**src/rtl/load_store_unit.sv**
```systemverilog
// Load/store unit: splits byte/half/word accesses into single-byte cache
// transactions, assembles load data and returns one extended response.
// Optional feature macro: LSU_MISALIGN_TRAP_EN -- misaligned halves/words and
// the reserved size are rejected with resp_err_o instead of executing.
package mem_pkg;
   typedef struct packed {
      logic        Valid;
      logic        Wen;
      logic [31:0] Addr;
      logic [7:0]  ByteData;
   } CInput;

   typedef struct packed {
      logic       Ready;
      logic [7:0] ByteOut;
   } COutput;
endpackage

module load_store_unit
   import mem_pkg::*;
(
   input  logic                 clk,
   input  logic                 rst_n,
   load_store_unit_if.slave     lsu,
   output CInput                cache_o,
   input  COutput               cache_i
);

   typedef enum logic [1:0] {IDLE, ACCESS, RESP} state_t;

   state_t      state_q, state_d;
   logic [1:0]  cnt_q;
   logic        wen_q;
   logic [1:0]  size_q;
   logic        uns_q;
   logic [31:0] addr_q;
   logic [31:0] wdata_q;
   logic [31:0] buf_q;

   logic        accept;
   logic        byte_done;
   logic [1:0]  last_idx;
   logic        trap;
   logic [31:0] ext_data;

   assign accept    = (state_q == IDLE) && lsu.req_valid_i;
   assign byte_done = (state_q == ACCESS) && cache_i.Ready;

   // Index of the final byte; the reserved size runs as a word when not trapped.
   always_comb begin
      last_idx = 2'd3;
      case (size_q)
         2'b00:   last_idx = 2'd0;
         2'b01:   last_idx = 2'd1;
         default: last_idx = 2'd3;
      endcase
   end

`ifdef LSU_MISALIGN_TRAP_EN
   logic err_q;

   // Decode misalignment from the live request so the trap decision is made at accept.
   assign trap = ((lsu.req_size_i == 2'b01) && lsu.req_addr_i[0])
              || ((lsu.req_size_i == 2'b10) && (lsu.req_addr_i[1:0] != 2'b00))
              ||  (lsu.req_size_i == 2'b11);
`else
   assign trap = 1'b0;
`endif

   // State register.
   always_ff @(posedge clk) begin
      if (!rst_n) state_q <= IDLE;
      else        state_q <= state_d;
   end

   // Next-state: trapped requests skip the cache and go straight to RESP.
   always_comb begin
      state_d = state_q;
      case (state_q)
         IDLE:    if (lsu.req_valid_i) state_d = trap ? RESP : ACCESS;
         ACCESS:  if (byte_done && (cnt_q == last_idx)) state_d = RESP;
         RESP:    state_d = IDLE;
         default: state_d = IDLE;
      endcase
   end

   // Request latch, byte counter and read buffer.
   always_ff @(posedge clk) begin
      if (!rst_n) begin
         cnt_q   <= 2'd0;
         wen_q   <= 1'b0;
         size_q  <= 2'b00;
         uns_q   <= 1'b0;
         addr_q  <= 32'd0;
         wdata_q <= 32'd0;
         buf_q   <= 32'd0;
      end else if (accept) begin
         cnt_q   <= 2'd0;
         wen_q   <= lsu.req_wen_i;
         size_q  <= lsu.req_size_i;
         uns_q   <= lsu.req_unsigned_i;
         addr_q  <= lsu.req_addr_i;
         wdata_q <= lsu.req_wdata_i;
         buf_q   <= 32'd0;
      end else if (byte_done) begin
         if (!wen_q) buf_q[{cnt_q, 3'b000} +: 8] <= cache_i.ByteOut;
         if (cnt_q != last_idx) cnt_q <= cnt_q + 2'd1;
      end
   end

`ifdef LSU_MISALIGN_TRAP_EN
   // Error flag follows the request through to its RESP cycle.
   always_ff @(posedge clk) begin
      if (!rst_n)      err_q <= 1'b0;
      else if (accept) err_q <= trap;
   end
`endif

   // Sign/zero extension of the assembled load data.
   always_comb begin
      ext_data = buf_q;
      case (size_q)
         2'b00:   ext_data = uns_q ? {24'd0, buf_q[7:0]}  : {{24{buf_q[7]}},  buf_q[7:0]};
         2'b01:   ext_data = uns_q ? {16'd0, buf_q[15:0]} : {{16{buf_q[15]}}, buf_q[15:0]};
         default: ext_data = buf_q;
      endcase
   end

   // Cache port: only live in ACCESS; fields derive from latched state so they hold during stalls.
   always_comb begin
      cache_o          = '0;
      cache_o.Addr     = addr_q + {30'd0, cnt_q};
      if (state_q == ACCESS) begin
         cache_o.Valid    = 1'b1;
         cache_o.Wen      = wen_q;
         cache_o.ByteData = wen_q ? wdata_q[{cnt_q, 3'b000} +: 8] : 8'd0;
      end
   end

   assign lsu.req_ready_o  = (state_q == IDLE);
   assign lsu.resp_valid_o = (state_q == RESP);

`ifdef LSU_MISALIGN_TRAP_EN
   assign lsu.resp_err_o   = (state_q == RESP) && err_q;
   assign lsu.resp_rdata_o = ((state_q == RESP) && !wen_q && !err_q) ? ext_data : 32'd0;
`else
   assign lsu.resp_err_o   = 1'b0;
   assign lsu.resp_rdata_o = ((state_q == RESP) && !wen_q) ? ext_data : 32'd0;
`endif

endmodule

```
**src/rtl/load_store_unit_if.sv**
```systemverilog
// Pipeline-side request/response bus of the load/store unit.
// master = issuing pipeline, slave = load_store_unit.
interface load_store_unit_if;
   logic        req_valid_i;
   logic        req_wen_i;
   logic [1:0]  req_size_i;
   logic        req_unsigned_i;
   logic [31:0] req_addr_i;
   logic [31:0] req_wdata_i;
   logic        req_ready_o;
   logic        resp_valid_o;
   logic [31:0] resp_rdata_o;
   logic        resp_err_o;

   modport master (
      output req_valid_i, req_wen_i, req_size_i, req_unsigned_i, req_addr_i, req_wdata_i,
      input  req_ready_o, resp_valid_o, resp_rdata_o, resp_err_o
   );

   modport slave (
      input  req_valid_i, req_wen_i, req_size_i, req_unsigned_i, req_addr_i, req_wdata_i,
      output req_ready_o, resp_valid_o, resp_rdata_o, resp_err_o
   );
endinterface

```
**src/flat_wrapper.sv**
```systemverilog
// flat-port wrapper written by rule: the top's interface ports become plain ports
module load_store_unit_flat import mem_pkg::*;
  (clk, rst_n, cache_o, cache_i, lsu_req_valid_i, lsu_req_wen_i, lsu_req_size_i, lsu_req_unsigned_i, lsu_req_addr_i, lsu_req_wdata_i, lsu_req_ready_o, lsu_resp_valid_o, lsu_resp_rdata_o, lsu_resp_err_o);
  load_store_unit_if lsu_i ();
  input  logic clk;
  input  logic rst_n;
  output CInput cache_o;
  input  COutput cache_i;
  input wire logic [$bits(lsu_i.req_valid_i)-1:0] lsu_req_valid_i;
  input wire logic [$bits(lsu_i.req_wen_i)-1:0] lsu_req_wen_i;
  input wire logic [$bits(lsu_i.req_size_i)-1:0] lsu_req_size_i;
  input wire logic [$bits(lsu_i.req_unsigned_i)-1:0] lsu_req_unsigned_i;
  input wire logic [$bits(lsu_i.req_addr_i)-1:0] lsu_req_addr_i;
  input wire logic [$bits(lsu_i.req_wdata_i)-1:0] lsu_req_wdata_i;
  output wire logic [$bits(lsu_i.req_ready_o)-1:0] lsu_req_ready_o;
  output wire logic [$bits(lsu_i.resp_valid_o)-1:0] lsu_resp_valid_o;
  output wire logic [$bits(lsu_i.resp_rdata_o)-1:0] lsu_resp_rdata_o;
  output wire logic [$bits(lsu_i.resp_err_o)-1:0] lsu_resp_err_o;
  assign lsu_i.req_valid_i = lsu_req_valid_i;
  assign lsu_i.req_wen_i = lsu_req_wen_i;
  assign lsu_i.req_size_i = lsu_req_size_i;
  assign lsu_i.req_unsigned_i = lsu_req_unsigned_i;
  assign lsu_i.req_addr_i = lsu_req_addr_i;
  assign lsu_i.req_wdata_i = lsu_req_wdata_i;
  assign lsu_req_ready_o = lsu_i.req_ready_o;
  assign lsu_resp_valid_o = lsu_i.resp_valid_o;
  assign lsu_resp_rdata_o = lsu_i.resp_rdata_o;
  assign lsu_resp_err_o = lsu_i.resp_err_o;
  load_store_unit u_core (.clk(clk), .rst_n(rst_n), .lsu(lsu_i), .cache_o(cache_o), .cache_i(cache_i));
endmodule
```
**config.mk**
```make
export PLATFORM = sky130hd
export DESIGN_NAME = load_store_unit_flat
export DESIGN_NICKNAME = d
export VERILOG_FILES = /design/src/rtl/load_store_unit.sv /design/src/rtl/load_store_unit_if.sv /design/src/flat_wrapper.sv
export SDC_FILE = /design/constraint.sdc
export NUM_CORES = 1
export LEC_CHECK = 0
export CAP_MARGIN = 20
export CORE_UTILIZATION = 31
export CTS_BUF_LIST = sky130_fd_sc_hd__clkbuf_8
export CTS_CLUSTER_DIAMETER = 30
export DETAILED_ROUTE_END_ITERATION = 12
export DONT_BUFFER_PORTS = 1
export PLACE_DENSITY = 0.45
export SYNTH_ARGS = -nofsm -noshare
export SYNTH_HDL_FRONTEND = slang
export SYNTH_SLANG_ARGS = --single-unit
```
**constraint.sdc**
```tcl
create_clock -name clk -period 3.3 [get_ports clk]
set_input_delay 0.33 -clock clk [delete_from_list [all_inputs] [get_ports clk]]
set_output_delay 0.33 -clock clk [all_outputs]
set_load 0.01 [all_outputs]
```
==> After elaboration in Yosys (flattened, before gate mapping) <==
Index checks and enable logic that the tools add are counted.
W data, S select, Z words.
{ "totals": {"ff_bits": 104, "input_bits": 80, "output_inout_bits": 77, "elab_cells": 46} }
{ "op_classes": {"n_addsub": 3, "n_eq_ne": 7, "n_shift": 3, "muxes": 12, "n_bitwise": 2, "reduce_logical": 11} }
{ "op_table": {"columns": ["operator", "count"], "rows": [
  ["$mux W32", 3],
  ["$pmux W32 S2", 1],
  ["$add A32 B2 Y32", 1],
  ["$bwmux W32", 1],
  ["$shift A8 B7 Y32 const A", 1],
  ["$shiftx A32 B6 Y8", 1],
  ["$shiftx A8 B7 Y32", 1],
  ["$mux W8", 2],
  ["$pmux W2 S2", 2],
  ["$neg A5 Y7", 1],
  ["$mux W2", 3],
  ["$reduce_and A2 Y1", 3],
  ["$eq A2 B1 Y1 const B", 2],
  ["$logic_and A1 B1 Y1", 4],
  ["$logic_not A2 Y1", 2],
  ["$ne A2 B2 Y1 const B", 2],
  ["$add A2 B1 Y2 const B", 1],
  ["$eq A2 B2 Y1", 1],
  ["$eq A2 B2 Y1 const B", 1],
  ["$ne A2 B2 Y1", 1],
  ["$not A1 Y1", 2],
  ["$reduce_or A2 Y1", 1],
  ["$logic_not A1 Y1", 1]
]} }

==> Logic depth before layout (Yosys ltp) <==
{ "logic_depth": {"word_depth": 6, "mapped_depth": 7, "depth_no_buf": 6} }

==> Least setup slack after synthesis <==
No wires, ideal clock.
{ "synth_path": {"kind": "register to output", "start": "reg u_core.cnt_q[1]", "end": "out cache_o[20] in the netlist's numbering", "arrival_time_ps": 2148, "t_required_ps": 2970, "path_slack_ps": 822, "path_stages_with_launch": 7, "n_path_buf": 1, "cell_sequence": "dfxtp_1 buf_2 inv_1 fa_1 nor4b_2 nand3_1 xnor2_1"} }
{ "synth_lines": {"columns": ["item", "line_no", "source"], "rows": [
  ["from (decl)", "load_store_unit.sv:32", "logic [1:0] cnt_q;"],
  ["from (signal assigned)", "load_store_unit.sv:107", "if (cnt_q != last_idx) cnt_q <= cnt_q + 2'd1;"],
  ["to (decl)", "flat_wrapper.sv:7", "output CInput cache_o;"]
]} }

==> metrics.cfg <==
[critical_path]
critPathMaxStageDelay_ns = 0.54
worst-path-max-fanout = 8
crit_family = simple AND/OR/NAND/NOR gates
cp-end-kind = primary output
cp.required_ns = 2.97
cp_num_buf_inv = 1
crit_slowest_cell = nor3_2
arrival_ns = 2.51
crit_type = reg -> out
start_kind = register
crit_chain = ha_1, inv_1, fa_1, nor3_2, nand4_1, xnor2_1

[power]
p_int_uw = 1770
share_comb_of_total_power = 0.095
sw_frac_of_total = 0.272
p_clk_frac = 0.339
p_leak_uw = 0.00186
powerDensity_nw_per_um2 = 437
p_seq_frac = 0.566
power.switching_uw = 660
peakVddDrop_mv = 0.164

[outcome]
status = finished clean

[cells_and_area]
num_antenna_cells = 0
nNetsFinal = 718
final_core_util = 0.336
stdcell_count = 854
drive_gt1_frac = 0.0678
areaGrowthSynthToFinish_pct = 6.19

[cts]
clk_latency_ns = 0.38
cts_hold_buffers = 0
cts.repair.resized = 0
cts_buffers = 9
cts.sinks = 104
cts_tree = done
post_cts_buffers = 0
cts_root_buf = clkbuf_8
cts.path.max_buffers = 2
h-tree-depth = 3
cts.clk_slew.worst_paths_ns = 0.10

[die]
die_y_microns = 132
die_area_sq_um = 17400
core-area_sq_um = 16500
initial_core_util = 0.317
pin_count = 157
fp.dieW_microns = 132
num_rows = 47

[logic_synthesis]
syn_avg_cell_area_sq_um = 7.97
synth_warnings = 0
syn-num-nets = 745
synth-main-ff-cell = dfxtp_1
syn_inst = 657
synth_cell_types = 43
synth_edf_count = 0
seq_area_frac_synth = 0.398
synthArstFlopShare = 0
syn_area_sq_um = 5230
ys_seq_elements = 104

[place]
gp_congestion = 0.804
dp_hpwl_microns = 10200
pre_cts_ws_ns = 0.904
io_buffers = 0
placed_cells = 839

[drt]
totalWireLength_microns = 14200
via_per_inst = 4.99
drt_iter0_drc = 204
vias = 4263
drc = 0
ant_nets = 0
wl_per_cell_microns = 16.7
first_pass_iters = 6

[timing]
tns_ns = 0
tightest_slew_ns = 1.02
rsz0062_at_grt = false
drv_slew = 0
final-setup-viol-count = 0
slew_headroom = 0.316
post-route-period-util = 0.861
fin_skew_ns = 0.00859
min_period_ns = 2.84
fmax_mhz = 352
whs_ns = 0.0762
fin_ws_ns = 0.460
finalHoldViolations = 0

[global_route]
grt-ovfl-total = 0
grt_usage = 0.167
grt_pass1_vias = 4035
grt_max_degree = 72
grt_pass1_wl_microns = 22700
antenna_found_initial = 0

[job]
drv_cap = 0

[hold_path]
hold_path_class = in -> reg

==> synthesized netlist by cell type, types with 2 or more instances <==
library cell | number | area (sq um)
nand2_1 | 183 | 687
dfxtp_1 | 104 | 2080
a21boi_0 | 69 | 518
a21oi_1 | 57 | 285
nand3_1 | 45 | 225
xnor2_1 | 28 | 245
clkbuf_1 | 25 | 93.8
inv_1 | 24 | 90.1
and2_1 | 13 | 81.3
and3_1 | 12 | 75.1
buf_2 | 12 | 60.1
nand4_1 | 12 | 75.1
mux4_2 | 8 | 180
nor2_1 | 8 | 30.0
o21ai_0 | 8 | 40.0
ha_1 | 7 | 87.6
xor2_1 | 4 | 35.0
buf_4 | 3 | 22.5
nor3b_2 | 3 | 37.5
and2_0 | 2 | 12.5
buf_1 | 2 | 7.51
buf_6 | 2 | 22.5
mux2i_1 | 2 | 20.0
nand2b_1 | 2 | 12.5
nor2b_1 | 2 | 12.5
nor3_1 | 2 | 10.0
nor3_2 | 2 | 20.0
==> path summary, 6_finish.rpt <==
path / start / end / slack, ns / cells after the start
max reg2reg: u_core.cnt_q[0] / u_core.buf_q[28] / 1.06 / 6
min: lsu_req_addr_i[11] / u_core.addr_q[11] / 0.08 / 2
max: u_core.addr_q[0] / cache_o[36] / 0.46 / 6
min reg2reg: u_core.buf_q[17] / u_core.buf_q[17] / 0.46 / 2
==> placed cells by master (no fill, tap or decap), types with 2 or more instances in the layout <==
cell type | synthesis | final
ha_1 | 7 | 7
buf_4 | 3 | 5
and2_0 | 2 | 2
o21ai_0 | 8 | 8
nand3_1 | 45 | 45
xnor2_1 | 28 | 28
clkinv_2 | 0 | 2
mux4_2 | 8 | 8
nor2b_1 | 2 | 2
nand2b_1 | 2 | 2
nor3b_2 | 3 | 3
mux2i_1 | 2 | 2
dfxtp_1 | 104 | 104
a21oi_1 | 57 | 57
and3_1 | 12 | 12
clkbuf_8 | 0 | 10
nand4_1 | 12 | 12
nand2_1 | 183 | 182
a21boi_0 | 69 | 69
xor2_1 | 4 | 4
nor3_1 | 2 | 2
inv_1 | 24 | 24
and2_1 | 13 | 12
nor3_2 | 2 | 2
nor2_1 | 8 | 8
==> sequential cells by signal (all words and copies together), names as in the netlist <==
signal / count
u_core.addr_q: 32
u_core.buf_q: 32
u_core.wdata_q: 32
u_core.cnt_q: 2
u_core.size_q: 2
u_core.state_q: 2
u_core.uns_q: 1
u_core.wen_q: 1
==> layer usage <==
metal,part of all wire,up-vias,global-route usage,wire (microns)
met4,0.019,0,0.0659,273
met5,0,-,0,0
met2,0.45,115,0.254,6340
li1,-,2135,-,-
met1,0.48,1997,0.224,6780
met3,0.060,16,0.0438,852
==> cell type report <==
type                            count  area [sq um]
Fill cell                        1772         11000
Clock inverter                      5          56.3
Inverter                           24          90.1
Multi-Input combinational cell    485          2860
Tap cell                          220           275
Timing Repair Buffer                6          57.6
Clock buffer                       10           138
Sequential cell                   104          2080
==> per-stage QoR <==
| step | instance area (sq um) | total power [uW] |
|---|---|---|
| 5_1_grt | 5560 | 2560 |
| 2_1_floorplan | 5230 | 1580 |
| 3_5_place_dp | 5360 | 1640 |
| 3_3_place_gp | 5360 | 1630 |
| 6_report | 5560 | 2430 |
| 4_1_cts | 5560 | 2470 |
==> power by group through the flow <==
stage                     clock, uW  combinational [uW]  sequential [uW]
final                           823                 230             1370
after global routing            910                 262             1380
after CTS                       861                 235             1370
after detailed placement          0                 235             1400
after global placement            0                 230             1400
after floorplan                   0                 207             1380
==> logic make-up (layout without fill, tap and decap cells) <==
group           Yosys count  count (layout)  synth area share
compound gates          138             138             0.167
xor+xnor                 32              32            0.0536
fa+ha+maj                 8               8            0.0206
buf+inv                  68              45            0.0567
flops                   104             104             0.398
mux                      10              10            0.0382
other cells               1               1          0.000717
simple gates            296             296             0.266
Note: power is estimated with default switching activity, not from simulation.
